$ cat src/rtl/fg_dac_write_if.sv
// Buffers generator samples in a FIFO and replays each as a timed DAC write (setup, active-low WR pulse, hold).
// Optional FG_DAC_DROP_CNT_EN adds a saturating dropped-sample counter; pushes while full are dropped, never stalled downstream.
module fg_dac_write_if #(
  parameter int BITWIDTH     = 8,
  parameter int FIFO_DEPTH   = 4,
  parameter int SETUP_CYCLES = 1,
  parameter int PULSE_CYCLES = 2,
  parameter int HOLD_CYCLES  = 1
`ifdef FG_DAC_DROP_CNT_EN
  , parameter int DROP_CNT_W = 8
`endif
) (
  input  logic                clk_i,
  input  logic                rst_i,
  input  logic [BITWIDTH-1:0] data_i,
  input  logic                valid_i,
  output logic                ready_o,
  output logic [BITWIDTH-1:0] dac_data_o,
  output logic                dac_wr_n_o,
  output logic                dac_clr_n_o,
  output logic                busy_o,
  output logic                overflow_o
`ifdef FG_DAC_DROP_CNT_EN
  , output logic [DROP_CNT_W-1:0] drop_cnt_o
`endif
);

  localparam int AW   = (FIFO_DEPTH > 1) ? $clog2(FIFO_DEPTH) : 1;
  localparam int MAXC = (SETUP_CYCLES > PULSE_CYCLES)
                        ? ((SETUP_CYCLES > HOLD_CYCLES) ? SETUP_CYCLES : HOLD_CYCLES)
                        : ((PULSE_CYCLES > HOLD_CYCLES) ? PULSE_CYCLES : HOLD_CYCLES);
  localparam int CW   = $clog2(MAXC) + 1;

  localparam logic [1:0] S_IDLE  = 2'd0;
  localparam logic [1:0] S_SETUP = 2'd1;
  localparam logic [1:0] S_PULSE = 2'd2;
  localparam logic [1:0] S_HOLD  = 2'd3;

  logic [BITWIDTH-1:0] mem [FIFO_DEPTH];
  logic [AW-1:0]       wr_ptr;
  logic [AW-1:0]       rd_ptr;
  logic [AW:0]         count;
  logic                full;
  logic                empty;
  logic                push;
  logic                pop;
  logic [1:0]          state;
  logic [CW-1:0]       cnt;

  assign full    = (count == (AW+1)'(FIFO_DEPTH));
  assign empty   = (count == '0);
  assign ready_o = !full;
  // A full FIFO rejects the push even when the FSM frees a slot on the same edge.
  assign push    = valid_i && !full;
  assign pop     = (state == S_IDLE) && !empty;
  assign busy_o  = (state != S_IDLE) || !empty;

  always_ff @(posedge clk_i) begin
    if (push) begin
      mem[wr_ptr] <= data_i;
    end
  end

  always_ff @(posedge clk_i) begin
    if (rst_i) begin
      wr_ptr <= '0;
      rd_ptr <= '0;
      count  <= '0;
    end else begin
      if (push) wr_ptr <= wr_ptr + 1'b1;
      if (pop)  rd_ptr <= rd_ptr + 1'b1;
      case ({push, pop})
        2'b10:   count <= count + 1'b1;
        2'b01:   count <= count - 1'b1;
        default: count <= count;
      endcase
    end
  end

  // Each phase counter is loaded with N-1 on entry and the phase ends when it reaches zero.
  always_ff @(posedge clk_i) begin
    if (rst_i) begin
      state      <= S_IDLE;
      cnt        <= '0;
      dac_data_o <= '0;
      dac_wr_n_o <= 1'b1;
    end else begin
      case (state)
        S_IDLE: begin
          dac_wr_n_o <= 1'b1;
          if (pop) begin
            state      <= S_SETUP;
            cnt        <= CW'(SETUP_CYCLES - 1);
            dac_data_o <= mem[rd_ptr];
          end
        end
        S_SETUP: begin
          if (cnt == '0) begin
            state      <= S_PULSE;
            cnt        <= CW'(PULSE_CYCLES - 1);
            dac_wr_n_o <= 1'b0;
          end else begin
            cnt <= cnt - 1'b1;
          end
        end
        S_PULSE: begin
          if (cnt == '0) begin
            state      <= S_HOLD;
            cnt        <= CW'(HOLD_CYCLES - 1);
            dac_wr_n_o <= 1'b1;
          end else begin
            cnt <= cnt - 1'b1;
          end
        end
        S_HOLD: begin
          if (cnt == '0) begin
            state <= S_IDLE;
          end else begin
            cnt <= cnt - 1'b1;
          end
        end
        default: begin
          state      <= S_IDLE;
          dac_wr_n_o <= 1'b1;
        end
      endcase
    end
  end

  always_ff @(posedge clk_i) begin
    if (rst_i) begin
      dac_clr_n_o <= 1'b0;
    end else begin
      dac_clr_n_o <= 1'b1;
    end
  end

  always_ff @(posedge clk_i) begin
    if (rst_i) begin
      overflow_o <= 1'b0;
    end else if (valid_i && full) begin
      overflow_o <= 1'b1;
    end
  end

`ifdef FG_DAC_DROP_CNT_EN
  always_ff @(posedge clk_i) begin
    if (rst_i) begin
      drop_cnt_o <= '0;
    end else if (valid_i && full && (drop_cnt_o != '1)) begin
      drop_cnt_o <= drop_cnt_o + 1'b1;
    end
  end
`endif

endmodule
$ cat config.mk
export PLATFORM = sky130hd
export DESIGN_NAME = fg_dac_write_if
export DESIGN_NICKNAME = d
export VERILOG_FILES = /design/src/rtl/fg_dac_write_if.sv
export SDC_FILE = /design/constraint.sdc
export NUM_CORES = 1
export LEC_CHECK = 0
export BUFFER_PORTS_ARGS = -buffer_cell sky130_fd_sc_hd__buf_2
export CORE_MARGIN = 1
export CORE_UTILIZATION = 62
export DETAILED_ROUTE_END_ITERATION = 10
export GPL_TIMING_DRIVEN = 0
export PLACE_DENSITY_LB_ADDON = 0.25
export SETUP_SLACK_MARGIN = 0.05
export SLEW_MARGIN = 15
export SYNTH_ARGS = -nofsm -noshare
export SYNTH_HDL_FRONTEND = slang
export SYNTH_SLANG_ARGS = --single-unit
$ cat constraint.sdc
create_clock -name clk_i -period 4.2 [get_ports clk_i]
set_input_delay 0 -clock clk_i [delete_from_list [all_inputs] [get_ports clk_i]]
set_output_delay 0 -clock clk_i [all_outputs]
set_load 0.01 [all_outputs]
## After elaboration in Yosys (flattened, before gate mapping)

Memory sizes are Yosys's and may differ from the RTL's. A register that Yosys moved wholly into a read port is not among the register bits.
Index checks and enable logic that the tools add are counted.

- Logic and storage cells: 58
- Register bits: 14
- Memory bits (writable): 32
- Bits in read-only memories: 0
- Latch bits: 0
- Memories: 1
- Output and inout port bits: 13

Memories:

| name | depth | bits a word | rd ports | clocked after Yosys merged registers in | wr ports | line | source |
|---|---|---|---|---|---|---|---|
| mem | 4 | 8 | 1 | 1 | 1 | 39 | `logic [BITWIDTH-1:0] mem [FIFO_DEPTH];` |

- Shifts and indexed selects: 0
- Multiply operators: 0
- Div/mod/pow operators: 0
- Equal/unequal tests: 11
- Muxes and demuxes: 17
- Reduce and logical (&&, ||, !) cells: 16
- Add/subtract/negate cells: 5
- Magnitude comparators: 0
- Bitwise operators: 0

Operator list:

| operator | number |
|---|---|
| two-way mux 2 bit | 8 |
| one-hot mux 2 bit (4 select lines) | 2 |
| != test 2 bit (second input constant) | 5 |
| equality test 2 bit (second input constant) | 3 |
| one-hot mux 3 bit (2 select lines) | 1 |
| two-way mux 1 bit | 5 |
| adder 2 x 1 -> 2 bit (second input constant) | 2 |
| equality test 2 x 1 -> 1 bit (second input constant) | 2 |
| zero test 2 bit | 2 |
| AND reduction 2 bit | 2 |
| AND reduction 4 bit | 1 |
| nonzero test 2 bit | 2 |
| adder 3 x 1 -> 3 bit (second input constant) | 1 |
| equality test 3 bit (second input constant) | 1 |
| logical AND 1 bit | 3 |
| zero test 3 bit | 1 |
| one-hot mux 1 bit (3 select lines) | 1 |
| AND reduction 3 bit | 1 |
| nonzero test 3 bit | 1 |
| subtractor 3 x 1 -> 3 bit (second input constant) | 1 |
| zero test 1 bit | 2 |
| subtractor 2 x 1 -> 2 bit (second input constant) | 1 |
| logical OR 1 bit | 1 |

## Longest topological paths before layout

- Depth in word-level cells: 5
- Depth in mapped cells: 11
- Depth with buffers taken out: 10

## Worst setup path before layout

OpenSTA, ideal clock, no wires.

- Kind: register to register
- From: register state[0]
- To: register count[2]
- Library setup time: 0.071 ns
- Path slack: 1.908 ns
- Arrival: 2.221 ns
- Stages on the path, launching flop included: 12
- Cells stage by stage: dfxtp_1 inv_1 ha_1 o31ai_1 buf_2 inv_2 ha_1 inv_1 fa_1 xor2_1 or3_2 a21oi_1

- Word-level cells in the longest chain between the ends: 4

RTL lines:

| element | line | source |
|---|---|---|
| start: declaration | 47 | `logic [1:0] state;` |
| start signal: assignment | 83 | `state <= S_IDLE;` |
| start signal: assignment | 92 | `state <= S_SETUP;` |
| start signal: assignment | 99 | `state <= S_PULSE;` |
| zero test 2 bit (*) | 55 | `assign pop = (state == S_IDLE) && !empty;` |
| logical AND 1 bit (*) | 55 |  |
| net pop | 46 | `logic pop;` |
| equality test 2 x 1 -> 1 bit / equality test 2 bit (equally long branches) | 72 | `case ({push, pop})` |
| one-hot mux 3 bit (2 select lines) / nonzero test 2 bit (equally long branches) | - |  |
| end signal: assignment | 73 | `2'b10: count <= count + 1'b1;` |
| end signal: assignment | 74 | `2'b01: count <= count - 1'b1;` |
| end signal: assignment | 75 | `default: count <= count;` |
| end: declaration | 42 | `logic [AW:0] count;` |

The timed path passes the listed nets; every way through them passes the cells marked *.
A chain may end at the register's enable or synchronous reset.

## Final worst setup path

Same ends and word-level chain as after synthesis.

==> metrics.cfg <==
[global_routing]
grt_overflow=0
grt_antenna_before_repair=0
number_of_global_route_vias_before_repair=1449
largest_net_degree_at_the_start_of_global_routing=19
grt_pass1_wl_mm=6.90
track_usage=0.238

[critical_path]
crit_path_top_delay_cell=or3_2
critical_path_arrival_ns=2.89
setup.worst_path.class=reg2reg
worst-endpoint-required_ns=4.44
cp.buffers_inverters=4
worst_path_largest_cell_delay_ns=0.42
critical_path.top_delay_family=adder cells
startpoint_type=flop
worstSetupEndpointType=flop
worstPathCellList=inv_1 > ha_1 > o31ai_1 > buf_2 > inv_2 > ha_1 > inv_1 > fa_1 > xor2_1 > or3_2 > a21oi_1
crit_fanout=10

[yosys]
synth_top_area_share=0.417
dominantRegCellSynth=edfxtp_1
ys.warnings.count=0
synth.distinct_cells=38
synthTopCellsByArea=edfxtp_1 (42%), dfxtp_1 (19%), mux4_2 (7.8%)
asyncSetResetFlopFracSynth=0
synthesis.area_mm2=0.00230
post_synth.cell_area_avg_um2=13.2
synth_edf_count=32
yosys.area.top_type=edfxtp_1
syn_inst=175
synth.ff_latch_count=54
synth-seq-area-share=0.608
synth.net_count=200

[sta]
layout_worst_path_cycle_share=0.631
grt_setup_unrepaired=no
tightest_slew_ns=0.597
clock_skew_ns=0.00948
fin_setup_tns_ns=0
period_minus_slack_ns=2.65
maxSlewViolCount=0
final_hold_viol_count=0
fmax_mhz=377
slew-limit-headroom=0.596
finalSetupViolCount=0

[placed_design]
gp_congestion=0.748
placed_cells=242
place.port_buffers=21
place_hpwl_mm=2.83

[power_and_ir_drop]
combinationalPowerShare=0.354
swShare=0.340
power_report.internal_total_w=0.00106
irDropWorstVdd_mv=0.330
power.sequential.fraction=0.443
power_leakage_nw=1.03
power-per-cell-area_mw_per_mm2=603
share_clk_of_total_power=0.203
power_switching_w=0.000545

[flow_run]
max_cap_violations=0

[final_layout]
fin_cells=258
layout-area-overhead-vs-synth_pct=15.4
final_layout_size_suffix_gt1_frac=0.226
n_antenna_cell=0
num-nets-final=236

[clock_network]
number_of_buffers_added_by_the_clock_tree_synthesis_step=5
post_cts.resized_instances=0
clock_insertion_delay_worst_skew_ns=0.31
cts.clk_slew.worst_paths_ns=0.10
cts.htree.levels=2
cts-root-buf=clkbuf_8
clk_path_buf_depth=2
tritoncts=built
cts_num_sinks=54

[floorplan]
die_h_um=63.0
floorplan.initialDensity=0.669
io-pin-count=24
dieWidth_um=63.0
fp.coreArea_mm2=0.00344
fp-row-count=21
die_area_mm2=0.00396

[worst_hold_path]
path_type_of_the_worst_min_delay_path=in2reg

[detailed_routing]
viasPerCell=5.67
drcViolationCount=0
detail_route.wl_per_cell_um=16.1
detail-route-antenna-nets=0
totalWireLength_mm=4.16
drt_pre_antenna_iters=4
detailroute.via_count=1464
drtIter0Drc=96

[outcome]
outcome=finished clean

-- final timing paths --
check	slack, ns	start	to	depth (start not counted)
worst max-delay path	1.55	state[0]	count[2]	11
worst min register to register	0.46	dac_data_o[2]	dac_data_o[2]	2
worst max register to register	1.55	state[0]	count[2]	11
worst min-delay path	0.06	rst_i	dac_data_o[3]	2
-- per-layer routing --
layer  track usage  vias up  part of all wire
met3        0.0511        6             0.041
met4        0.0785        0             0.010
li1              -      690                 -
met2         0.410       38              0.54
met1         0.296      730              0.41
met5             0        -                 0
-- logic make-up after synthesis --
| logic type | count (synthesis) | share of synthesized area |
|---|---|---|
| AO/OA/AOI/OAI | 31 | 0.0858 |
| AND/OR/NAND/NOR | 41 | 0.0896 |
| adder cells (fa/ha/maj) | 14 | 0.0793 |
| multiplexers | 9 | 0.0826 |
| flip-flops | 54 | 0.608 |
| XOR/XNOR | 3 | 0.0114 |
| buffers and inverters | 23 | 0.0429 |
-- registers in the layout, summed over array words and instances, names as in the netlist --
| signal | flops |
|---|---|
| overflow_o | 1 |
| rd_ptr | 2 |
| cnt | 2 |
| dac_clr_n_o | 1 |
| dac_wr_n_o | 1 |
| state | 2 |
| dac_data_o | 8 |
| wr_ptr | 2 |
| mem | 32 |
| count | 3 |
-- repair_timing --
item                      in CTS  in global routing
hold endpoints to repair      32                  0
hold buffers                   8                  0
setup buffers                  0                  0
-- synth_stat cells (2+ instances only) --
cell,count
edfxtp_1,32
a21oi_1,15
xor2_1,2
a21boi_0,2
ha_1,13
mux4_2,8
nand2_1,19
clkbuf_1,3
dfxtp_1,22
o21a_1,2
o32ai_1,2
o21ai_0,3
nor2_1,7
inv_1,15
nand2b_1,2
or3_1,3
and3_2,4
-- power by group through the flow --
| stage | Combinational [W] | Clock (W) | Sequential [W] |
|---|---|---|---|
| final | 0.000567 | 0.000325 | 0.000710 |
| after floorplan | 0.000393 | 0 | 0.000728 |
| after detailed placement | 0.000561 | 0 | 0.000723 |
| after global placement | 0.000530 | 0 | 0.000713 |
| after CTS | 0.000570 | 0.000329 | 0.000710 |
| after global routing | 0.000639 | 0.000347 | 0.000721 |
-- cell type report --
| type | count | area [um2] |
|---|---|---|
| Fill cell | 222 | 785 |
| Multi-Input combinational cell | 98 | 803 |
| Clock inverter | 2 | 17.5 |
| Tap cell | 46 | 57.6 |
| Buffer | 7 | 38.8 |
| Timing Repair Buffer | 29 | 185 |
| Inverter | 16 | 60.1 |
| Clock buffer | 6 | 93.8 |
| Sequential cell | 54 | 1400 |
-- metrics by stage --
step	worst slack, ns	hold slack [ns]	power [W]	instance area [um2]	utilization
after floorplan	1.91	0.0989	0.00112	2300	-
after global placement	1.69	0.209	0.00124	2470	0.716
after detailed placement	1.56	0.220	0.00128	2470	0.716
after CTS	1.54	0.0558	0.00161	2660	0.772
after global routing	1.38	0.0976	0.00171	2660	0.772
final	1.55	0.0628	0.00160	2660	0.772
-- cell usage in the layout (no fill, tap or decap), types with 3 or more instances in the layout --
| cell | n |
|---|---|
| nand2_1 | 19 |
| mux4_2 | 8 |
| or3_1 | 3 |
| and3_2 | 4 |
| o21ai_0 | 3 |
| dlygate4sd3_1 | 8 |
| ha_1 | 13 |
| a21oi_1 | 15 |
| clkbuf_8 | 5 |
| buf_2 | 22 |
| dfxtp_1 | 22 |
| nor2_1 | 7 |
| edfxtp_1 | 32 |
| inv_1 | 15 |
| clkbuf_1 | 3 |
No activity file was read; power rests on OpenSTA's default activity.
